### config.mk
export PLATFORM = sky130hd
export DESIGN_NAME = pia_multi
export DESIGN_NICKNAME = d
export VERILOG_FILES = /design/src/rtl/pia_pkg.sv /design/src/rtl/pia_port_ctl.sv /design/src/rtl/pia_multi.sv
export SDC_FILE = /design/constraint.sdc
export NUM_CORES = 1
export LEC_CHECK = 0
export CORE_MARGIN = 2
export CORE_UTILIZATION = 53
export DETAILED_ROUTE_END_ITERATION = 10
export HOLD_SLACK_MARGIN = 0.03
export PLACE_DENSITY = 0.85
export SETUP_SLACK_MARGIN = 0.02
export SYNTH_ARGS = -nofsm -noshare
export SYNTH_HDL_FRONTEND = slang
export SYNTH_SLANG_ARGS = --single-unit
### constraint.sdc
create_clock -name enable -period 3.3 [get_ports enable]
set_input_delay 0.33 -clock enable [delete_from_list [all_inputs] [get_ports enable]]
set_output_delay 0.33 -clock enable [all_outputs]
set_load 0.02 [all_outputs]
### src/rtl/pia_pkg.sv
// Shared constants for the multi-port PIA: chip-select code, control register
// bit positions, C2 mode encodings and the C2 line state type.
package pia_pkg;

    localparam logic [2:0] CHIP_SELECTED = 3'b011;

    localparam int CR_IRQ1_FLAG  = 7;
    localparam int CR_IRQ2_FLAG  = 6;
    localparam int CR_C2_MODE_HI = 5;
    localparam int CR_C2_EDGE    = 4;
    localparam int CR_C2_MODE_LO = 3;
    localparam int CR_IRQ2_EN    = 3;
    localparam int CR_DDR_SEL    = 2;
    localparam int CR_C1_EDGE    = 1;
    localparam int CR_IRQ1_EN    = 0;

    // Input mode is any code with bit 2 clear; manual mode carries the level in bit 0.
    localparam logic [2:0] C2_IN    = 3'b000;
    localparam logic [2:0] C2_HSHK  = 3'b100;
    localparam logic [2:0] C2_PULSE = 3'b101;
    localparam logic [2:0] C2_MAN   = 3'b110;

    localparam logic RS_DATA = 1'b0;
    localparam logic RS_CTRL = 1'b1;

    typedef enum logic [1:0] {
        C2S_IN,
        C2S_HSHK,
        C2S_PULSE,
        C2S_MAN
    } c2_state_t;

    function automatic c2_state_t mode_to_state(input logic [2:0] mode);
        if (mode[2] == C2_IN[2])        return C2S_IN;
        else if (mode == C2_HSHK)       return C2S_HSHK;
        else if (mode == C2_PULSE)      return C2S_PULSE;
        else                            return C2S_MAN;
    endfunction

endpackage

### src/rtl/pia_port_ctl.sv
// One PIA port: CR/DDR/PO registers, C1/C2 edge detection, IRQ flags,
// the C2 output state machine and the registered irq_n.
module pia_port_ctl
    import pia_pkg::*;
#(
    parameter int WIDTH = 8
) (
    input  logic             clk,
    input  logic             rst_n,
    input  logic             i_sel,
    input  logic             i_rs0,
    input  logic             i_rw,
    input  logic [WIDTH-1:0] i_di,
    input  logic [WIDTH-1:0] i_pi,
    input  logic             i_c1,
    input  logic             i_c2i,
    output logic [WIDTH-1:0] o_rdata,
    output logic [WIDTH-1:0] o_po,
    output logic [WIDTH-1:0] o_ddr,
    output logic             o_c2o,
    output logic             o_irq_n
);

    logic [7:0]       r_cr;
    logic [WIDTH-1:0] r_ddr;
    logic [WIDTH-1:0] r_po;
    logic             r_c1_q;
    logic             r_c2_q;
    logic             r_c2o;
    logic             r_irq_n;
    c2_state_t        r_c2_state;

    logic             w_c1_edge;
    logic             w_c2_edge;
    logic             w_data_acc;
    logic             w_data_rd;
    logic             w_ctrl_wr;
    logic             w_ddr_wr;
    logic             w_po_wr;
    logic [7:0]       w_cr_nxt;
    c2_state_t        w_state_nxt;
    logic             w_c2o_nxt;
    logic             w_irq_n_nxt;

    assign w_c1_edge  = (r_c1_q != i_c1) && (i_c1 == r_cr[CR_C1_EDGE]);
    assign w_c2_edge  = (r_c2_q != i_c2i) && (i_c2i == r_cr[CR_C2_EDGE]);
    assign w_data_acc = i_sel && (i_rs0 == RS_DATA) && r_cr[CR_DDR_SEL];
    assign w_data_rd  = w_data_acc && i_rw;
    assign w_ctrl_wr  = i_sel && (i_rs0 == RS_CTRL) && !i_rw;
    assign w_ddr_wr   = i_sel && (i_rs0 == RS_DATA) && !i_rw && !r_cr[CR_DDR_SEL];
    assign w_po_wr    = w_data_acc && !i_rw;

    // Flag priority: read-clear first, then edge-set, then the CR[5] write-clear of IRQ2.
    always_comb begin
        w_cr_nxt = r_cr;
        if (w_ctrl_wr)
            w_cr_nxt[5:0] = i_di[5:0];
        if (w_data_rd) begin
            w_cr_nxt[CR_IRQ1_FLAG] = 1'b0;
            w_cr_nxt[CR_IRQ2_FLAG] = 1'b0;
        end
        if (w_c1_edge)
            w_cr_nxt[CR_IRQ1_FLAG] = 1'b1;
        if (w_c2_edge && !r_cr[CR_C2_MODE_HI])
            w_cr_nxt[CR_IRQ2_FLAG] = 1'b1;
        if (w_ctrl_wr && i_di[CR_C2_MODE_HI])
            w_cr_nxt[CR_IRQ2_FLAG] = 1'b0;
    end

    always_comb begin
        w_state_nxt = mode_to_state(w_cr_nxt[CR_C2_MODE_HI:CR_C2_MODE_LO]);
        w_c2o_nxt   = 1'b1;
        case (w_state_nxt)
            C2S_IN:    w_c2o_nxt = 1'b1;
            C2S_HSHK: begin
                if (w_data_acc)
                    w_c2o_nxt = 1'b0;
                else if (w_c1_edge || (r_c2_state != C2S_HSHK))
                    w_c2o_nxt = 1'b1;
                else
                    w_c2o_nxt = r_c2o;
            end
            C2S_PULSE: w_c2o_nxt = !w_data_acc;
            C2S_MAN:   w_c2o_nxt = w_cr_nxt[CR_C2_MODE_LO];
            default:   w_c2o_nxt = 1'b1;
        endcase
        w_irq_n_nxt = !((w_cr_nxt[CR_IRQ1_FLAG] & w_cr_nxt[CR_IRQ1_EN]) |
                        (w_cr_nxt[CR_IRQ2_FLAG] & w_cr_nxt[CR_IRQ2_EN] & ~w_cr_nxt[CR_C2_MODE_HI]));
    end

    always_ff @(posedge clk or negedge rst_n) begin
        if (!rst_n) begin
            r_cr       <= '0;
            r_ddr      <= '0;
            r_po       <= '0;
            r_c1_q     <= 1'b0;
            r_c2_q     <= 1'b0;
            r_c2o      <= 1'b1;
            r_irq_n    <= 1'b1;
            r_c2_state <= C2S_IN;
        end else begin
            r_cr       <= w_cr_nxt;
            r_c1_q     <= i_c1;
            r_c2_q     <= i_c2i;
            r_c2o      <= w_c2o_nxt;
            r_irq_n    <= w_irq_n_nxt;
            r_c2_state <= w_state_nxt;
            if (w_ddr_wr)
                r_ddr <= i_di;
            if (w_po_wr)
                r_po <= i_di;
        end
    end

    always_comb begin
        if (i_rs0 == RS_CTRL)
            o_rdata = WIDTH'(r_cr);
        else if (r_cr[CR_DDR_SEL])
            o_rdata = (r_po & r_ddr) | (i_pi & ~r_ddr);
        else
            o_rdata = r_ddr;
    end

    assign o_po    = r_po;
    assign o_ddr   = r_ddr;
    assign o_c2o   = r_c2o;
    assign o_irq_n = r_irq_n;

endmodule

### src/rtl/pia_multi.sv
// Multi-port PIA top: chip-select / register-select decode, registered read
// data and the combined interrupt output; per-port logic lives in pia_port_ctl.
module pia_multi
    import pia_pkg::*;
#(
    parameter int  WIDTH  = 8,
    parameter int  NPORTS = 2,
    localparam int RSW    = $clog2(NPORTS) + 1
) (
    input  logic                    enable,
    input  logic                    reset_n,
    input  logic [2:0]              CS,
    input  logic [RSW-1:0]          RS,
    input  logic                    rw,
    input  logic [WIDTH-1:0]        DI,
    output logic [WIDTH-1:0]        DO,
    input  logic [NPORTS*WIDTH-1:0] PI,
    output logic [NPORTS*WIDTH-1:0] PO,
    output logic [NPORTS*WIDTH-1:0] POE,
    input  logic [NPORTS-1:0]       C1,
    input  logic [NPORTS-1:0]       C2I,
    output logic [NPORTS-1:0]       C2O,
    output logic [NPORTS-1:0]       irq_n,
    output logic                    irq_any_n
);

    logic             w_chip_sel;
    logic [RSW-1:0]   w_port_idx;
    logic [WIDTH-1:0] w_rdata [NPORTS];
    logic [WIDTH-1:0] w_do_nxt;
    logic [WIDTH-1:0] r_do;

    assign w_chip_sel = (CS == CHIP_SELECTED);
    assign w_port_idx = RS >> 1;

    for (genvar gi = 0; gi < NPORTS; gi++) begin : g_port
        pia_port_ctl #(
            .WIDTH (WIDTH)
        ) u_port (
            .clk     (enable),
            .rst_n   (reset_n),
            .i_sel   (w_chip_sel && (w_port_idx == RSW'(gi))),
            .i_rs0   (RS[0]),
            .i_rw    (rw),
            .i_di    (DI),
            .i_pi    (PI[gi*WIDTH +: WIDTH]),
            .i_c1    (C1[gi]),
            .i_c2i   (C2I[gi]),
            .o_rdata (w_rdata[gi]),
            .o_po    (PO[gi*WIDTH +: WIDTH]),
            .o_ddr   (POE[gi*WIDTH +: WIDTH]),
            .o_c2o   (C2O[gi]),
            .o_irq_n (irq_n[gi])
        );
    end

    // Indices beyond the last port leave the default of zero.
    always_comb begin
        w_do_nxt = '0;
        for (int i = 0; i < NPORTS; i++)
            if (w_port_idx == RSW'(i))
                w_do_nxt = w_rdata[i];
    end

    always_ff @(posedge enable or negedge reset_n) begin
        if (!reset_n)
            r_do <= '0;
        else if (w_chip_sel && rw)
            r_do <= w_do_nxt;
    end

    assign DO        = r_do;
    assign irq_any_n = &irq_n;

endmodule

==> flow_results.org <==
** Run status
- Status :: complete, no violations

** Floorplan
- Number of top-level pins :: 81
- In this run the horizontal extent of the chip is around 83 um.
- Vertical die dimension :: between 80 and 90 um
- Die footprint :: 6940 sq um
- The floorplan has 28 rows.
- Area of the placeable core :: roughly 6000 sq um
- Starting utilization of the core area :: a little under three fifths

** Route
- Total wire length after detailed routing :: ~8.5 mm
- The count of nets left with antenna violations once routing finished came out at 0.
- Detailed routing inserted a total of about 2600 vias.
- First-pass detailed-route iteration total :: 5
- Mean routed wirelength per cell :: roughly 20 um
- Number of design-rule violations left by the first detailed-router iteration :: between 150 and 200
- Count of unresolved DRC violations after routing :: 0
- Routed via count divided by cell count :: between 5 and 6

** Power and ir drop
- Power spread over the standard cell area amounts to just under 600 nW/um^2.
- Of the total power, combinational logic draws approximately 29%.
- Switching power share of the total :: a little under a third
- Part of the total power dissipated in sequential elements :: 44.0%
- Internal Pwr Total :: 1732 uW
- The worst-case IR drop observed on VDD is between 0.3 and 0.4 mV.
- Clock network fraction of design power :: 27.2%
- Leakage :: approximately 0.0019 uW
- Summed over all nets, the switching power comes to around 810 uW.

** Clock network
- Clock tree synthesis selected as its root buffer the cell sky130_fd_sc_hd__clkbuf_8.
- Clock network latency to the later pin of the worst-skew pair :: about 0.33 ns
- Clk sink count :: 68
- Clock transition at path regs :: roughly 0.07 ns
- The H-tree was split into 3 levels.
- Number of resized instances in the post-cts repair step :: 0
- Number of clock buffers inserted by TritonCTS :: 9
- In this run the post-CTS setup repair buffer count came out at 0.
- In this run the deepest clock path goes through 2 buffers.
- In this run, post-CTS hold repair placed 0 buffers.
- TritonCTS built the clock tree.

** Placed design
- Timing analysis after detailed placement gives a worst setup slack of 0.7733 ns.
- HPWL Detailed :: approximately 6.1 mm
- Summing all placed instances gives a cell area of roughly 4200 sq um.
- Counting tap cells, the placed design contains a total of 415 instances.
- At the end of routability-driven placement, the weighted congestion stood at around 0.9.
- The count of buffers added on input and output ports is 80.

** Worst setup path
- Critical Path End Type :: flip-flop
- Data arrival at the endpoint of the critical path :: 2.50 ns
- In this run the critical register-to-register path is launched from g_port[1].u_port.r_cr[2].
- On the worst path, the slowest cell contributes a delay of 0.83 ns.
- Biggest fanout along the worst timing path :: 15
- The setup path with the least slack is of type primary input to flip-flop.
- Count of buffering cells on the critical path with inverters included :: 2
- Grouping stages by cell kind, the critical path spends the most delay in buffers and inverters.
- For the worst setup path, the data required time is approximately 3.6 ns.
- Critical Path Source :: RS[0]
- On the critical path, the stage with the largest delay is an instance of sky130_fd_sc_hd__clkdlybuf4s50_1.
- STA classifies the critical path startpoint as a primary input.
- Traced cell by cell, the critical path runs through clkdlybuf4s50_1, nand2b_1, nor2_2, mux2i_1, inv_2, o32a_1.

** Finish
- Area growth from synthesis to layout :: 30.59%
- The finished cells cover ~4400 sq um.
- Most common library cell in the layout ignoring fill and taps :: sky130_fd_sc_hd__clkdlybuf4s50_1
- In the final layout, flip-flops and latches occupy between 1500 and 2000 sq um.
- Share of cells above drive strength 1 :: between 20% and 30%
- Most frequent cells in the layout :: 79 x sky130_fd_sc_hd__clkdlybuf4s50_1, 64 x sky130_fd_sc_hd__dfrtp_1, 40 x sky130_fd_sc_hd__mux2_2, 20 x sky130_fd_sc_hd__inv_1, 17 x sky130_fd_sc_hd__a21oi_1
- Excluding fillers, the count of instances in the completed layout stands at around 430.
- Fillcell total :: approximately 420
- ANT cells :: 0
- Multi-input gate area in the final layout :: roughly 1500 sq um
- The net count of the finished layout is between 300 and 400.

** Timing
- Number of hold violations in the final report :: 0
- Based on the critical path, the design can be clocked at up to between 400 and 500 MHz.
- Clock skew on the completed layout was measured at between 0.01 and 0.015 ns.
- Count of pins over their slew limit :: 0
- Final hold analysis gives a worst-case slack of 0.05749 ns.
- After layout, the worst path uses 68.20% of the clock period.
- The routed design could run at a clock period as short as 2.251 ns.
- At the pin with the least slew margin, the transition time is ~0.74 ns.
- In this run the tightest slew margin relative to its limit is 50.43%.
- Number of setup violations in the final report :: 0
- Post-route worst setup slack :: 1.049 ns
- Summed over all failing endpoints, the final setup total negative slack is 0 ns.
- Setup repair after global routing left no endpoint under its margin.

** Global routing
- GRT overflow :: 0
- The via count of the first global-routing pass was 2604.
- The first global-routing pass estimated about 14 mm of wire.
- Maximum number of pins on one net before global-route repair :: 36
- The number of antenna violations at the first check in global routing was 0.
- In the global route stage, overall resource usage came out at about a quarter.

** Yosys
- Dominant synthesized flop cell :: sky130_fd_sc_hd__dfrtp_1
- Synth warn :: 0
- Fraction of synthesis flops using an asynchronous set or reset pin :: 100.0%
- Leading cell types by total area after synthesis :: sky130_fd_sc_hd__dfrtp_1 48%, sky130_fd_sc_hd__mux2_2 14%, sky130_fd_sc_hd__mux4_2 4.7%
- For this run, the register share of the synthesized area comes to 51.20%.
- Synthesized area per cell :: ~12 sq um
- Counting flops with a built-in enable in the synthesized netlist gives 0.
- Count of different cell masters after synthesis :: 48
- In the synthesized netlist, the number of instances is 271.
- The biggest area contributor in the post-synthesis netlist is sky130_fd_sc_hd__dfrtp_1.
- The cell area that synthesis handed to floorplanning was around 3300 sq um.
- Syn nets :: around 310
- Portion of synthesized cell area occupied by the leading cell type :: 48.05%
- After synthesis the netlist holds a flip-flop and latch count of between 60 and 70.

** Min path
- In this run the worst hold path is classified as primary input to asynchronous set/reset pin.

** Run
- Max-Cap Viols :: 0
-- cells by family after synthesis --
group / Yosys count / share of synthesized area, %
flip-flops: 68 / 51.20
AND/OR/NAND/NOR: 61 / 13.29
multiplexers: 57 / 21.25
AO/OA/AOI/OAI: 50 / 9.197
buffers and inverters: 35 / 5.067
-- registers in the layout, indices dropped and copies added (netlist names) --
signal / flops
DO: 8
g_port.u_port.o_c2o: 2
g_port.u_port.o_ddr: 16
g_port.u_port.o_irq_n: 2
g_port.u_port.o_po: 16
g_port.u_port.r_c1_q: 2
g_port.u_port.r_c2_q: 2
g_port.u_port.r_c2_state: 4
g_port.u_port.r_cr: 16
-- stage by stage --
stage	total power [uW]	util (%)
2_1_floorplan	1505	-
3_5_place_dp	1858	69.30
4_1_cts	2546	72.66
6_report	2541	72.66
3_3_place_gp	1837	69.30
5_1_grt	2648	72.66
-- power by group through the flow --
stage | sequential [uW] | clock [uW] | combinational (uW)
floorplan | 1180 | 0 | 327
global placement | 1120 | 0 | 717
detailed placement | 1130 | 0 | 729
CTS | 1110 | 696 | 735
global route | 1140 | 737 | 775
finish | 1120 | 690 | 732
-- worst paths after layout --
path / end / slack [ns] / cells past startpoint
min in group enable: g_port[0].u_port.r_c2_q / 0.49 / 1
min reg2reg: DO[2] / 0.50 / 2
max: g_port[1].u_port.o_irq_n / 1.05 / 6
min: g_port[0].u_port.o_ddr[3] / 0.06 / 1
max reg2reg: g_port[1].u_port.o_po[0] / 1.27 / 2
max in group asynchronous: g_port[0].u_port.o_c2o / 2.30 / 2
-- synth_stat cells (all sizes together), types with 2 or more instances --
library cell / number
mux2: 40
nor3b: 5
and3b: 2
nand2: 11
and2: 5
nor4b: 2
a31oi: 8
nand3b: 6
o211ai: 2
mux4: 7
a21boi: 2
nor2: 4
nand2b: 3
dfstp: 4
mux2i: 10
nand4b: 3
a311oi: 2
nor3: 3
nand3: 3
dfrtp: 64
o21ai: 11
nor2b: 10
a21oi: 17
buf: 12
or3b: 2
inv: 22
a21o: 2
-- per-layer routing --
layer  vias up  global-route usage (%)  share of wire, %
met5         -                       0                 0
met4         0                   9.836               2.4
met3        16                   4.473               6.9
met2       132                   42.01                49
met1      1275                   32.87                42
li1       1131                       -                 -
-- cell type report --
cell class                 instances  share of cell area [%]
timing repair buffer              82                   18.63
tap                               75                   2.156
clock inverter                     6                   1.466
clock buffer                      10                   3.162
multi-input combinational        168                   33.49
inverter                          22                   1.897
sequential                        68                   39.21
Power figures use the tool's default switching activity.
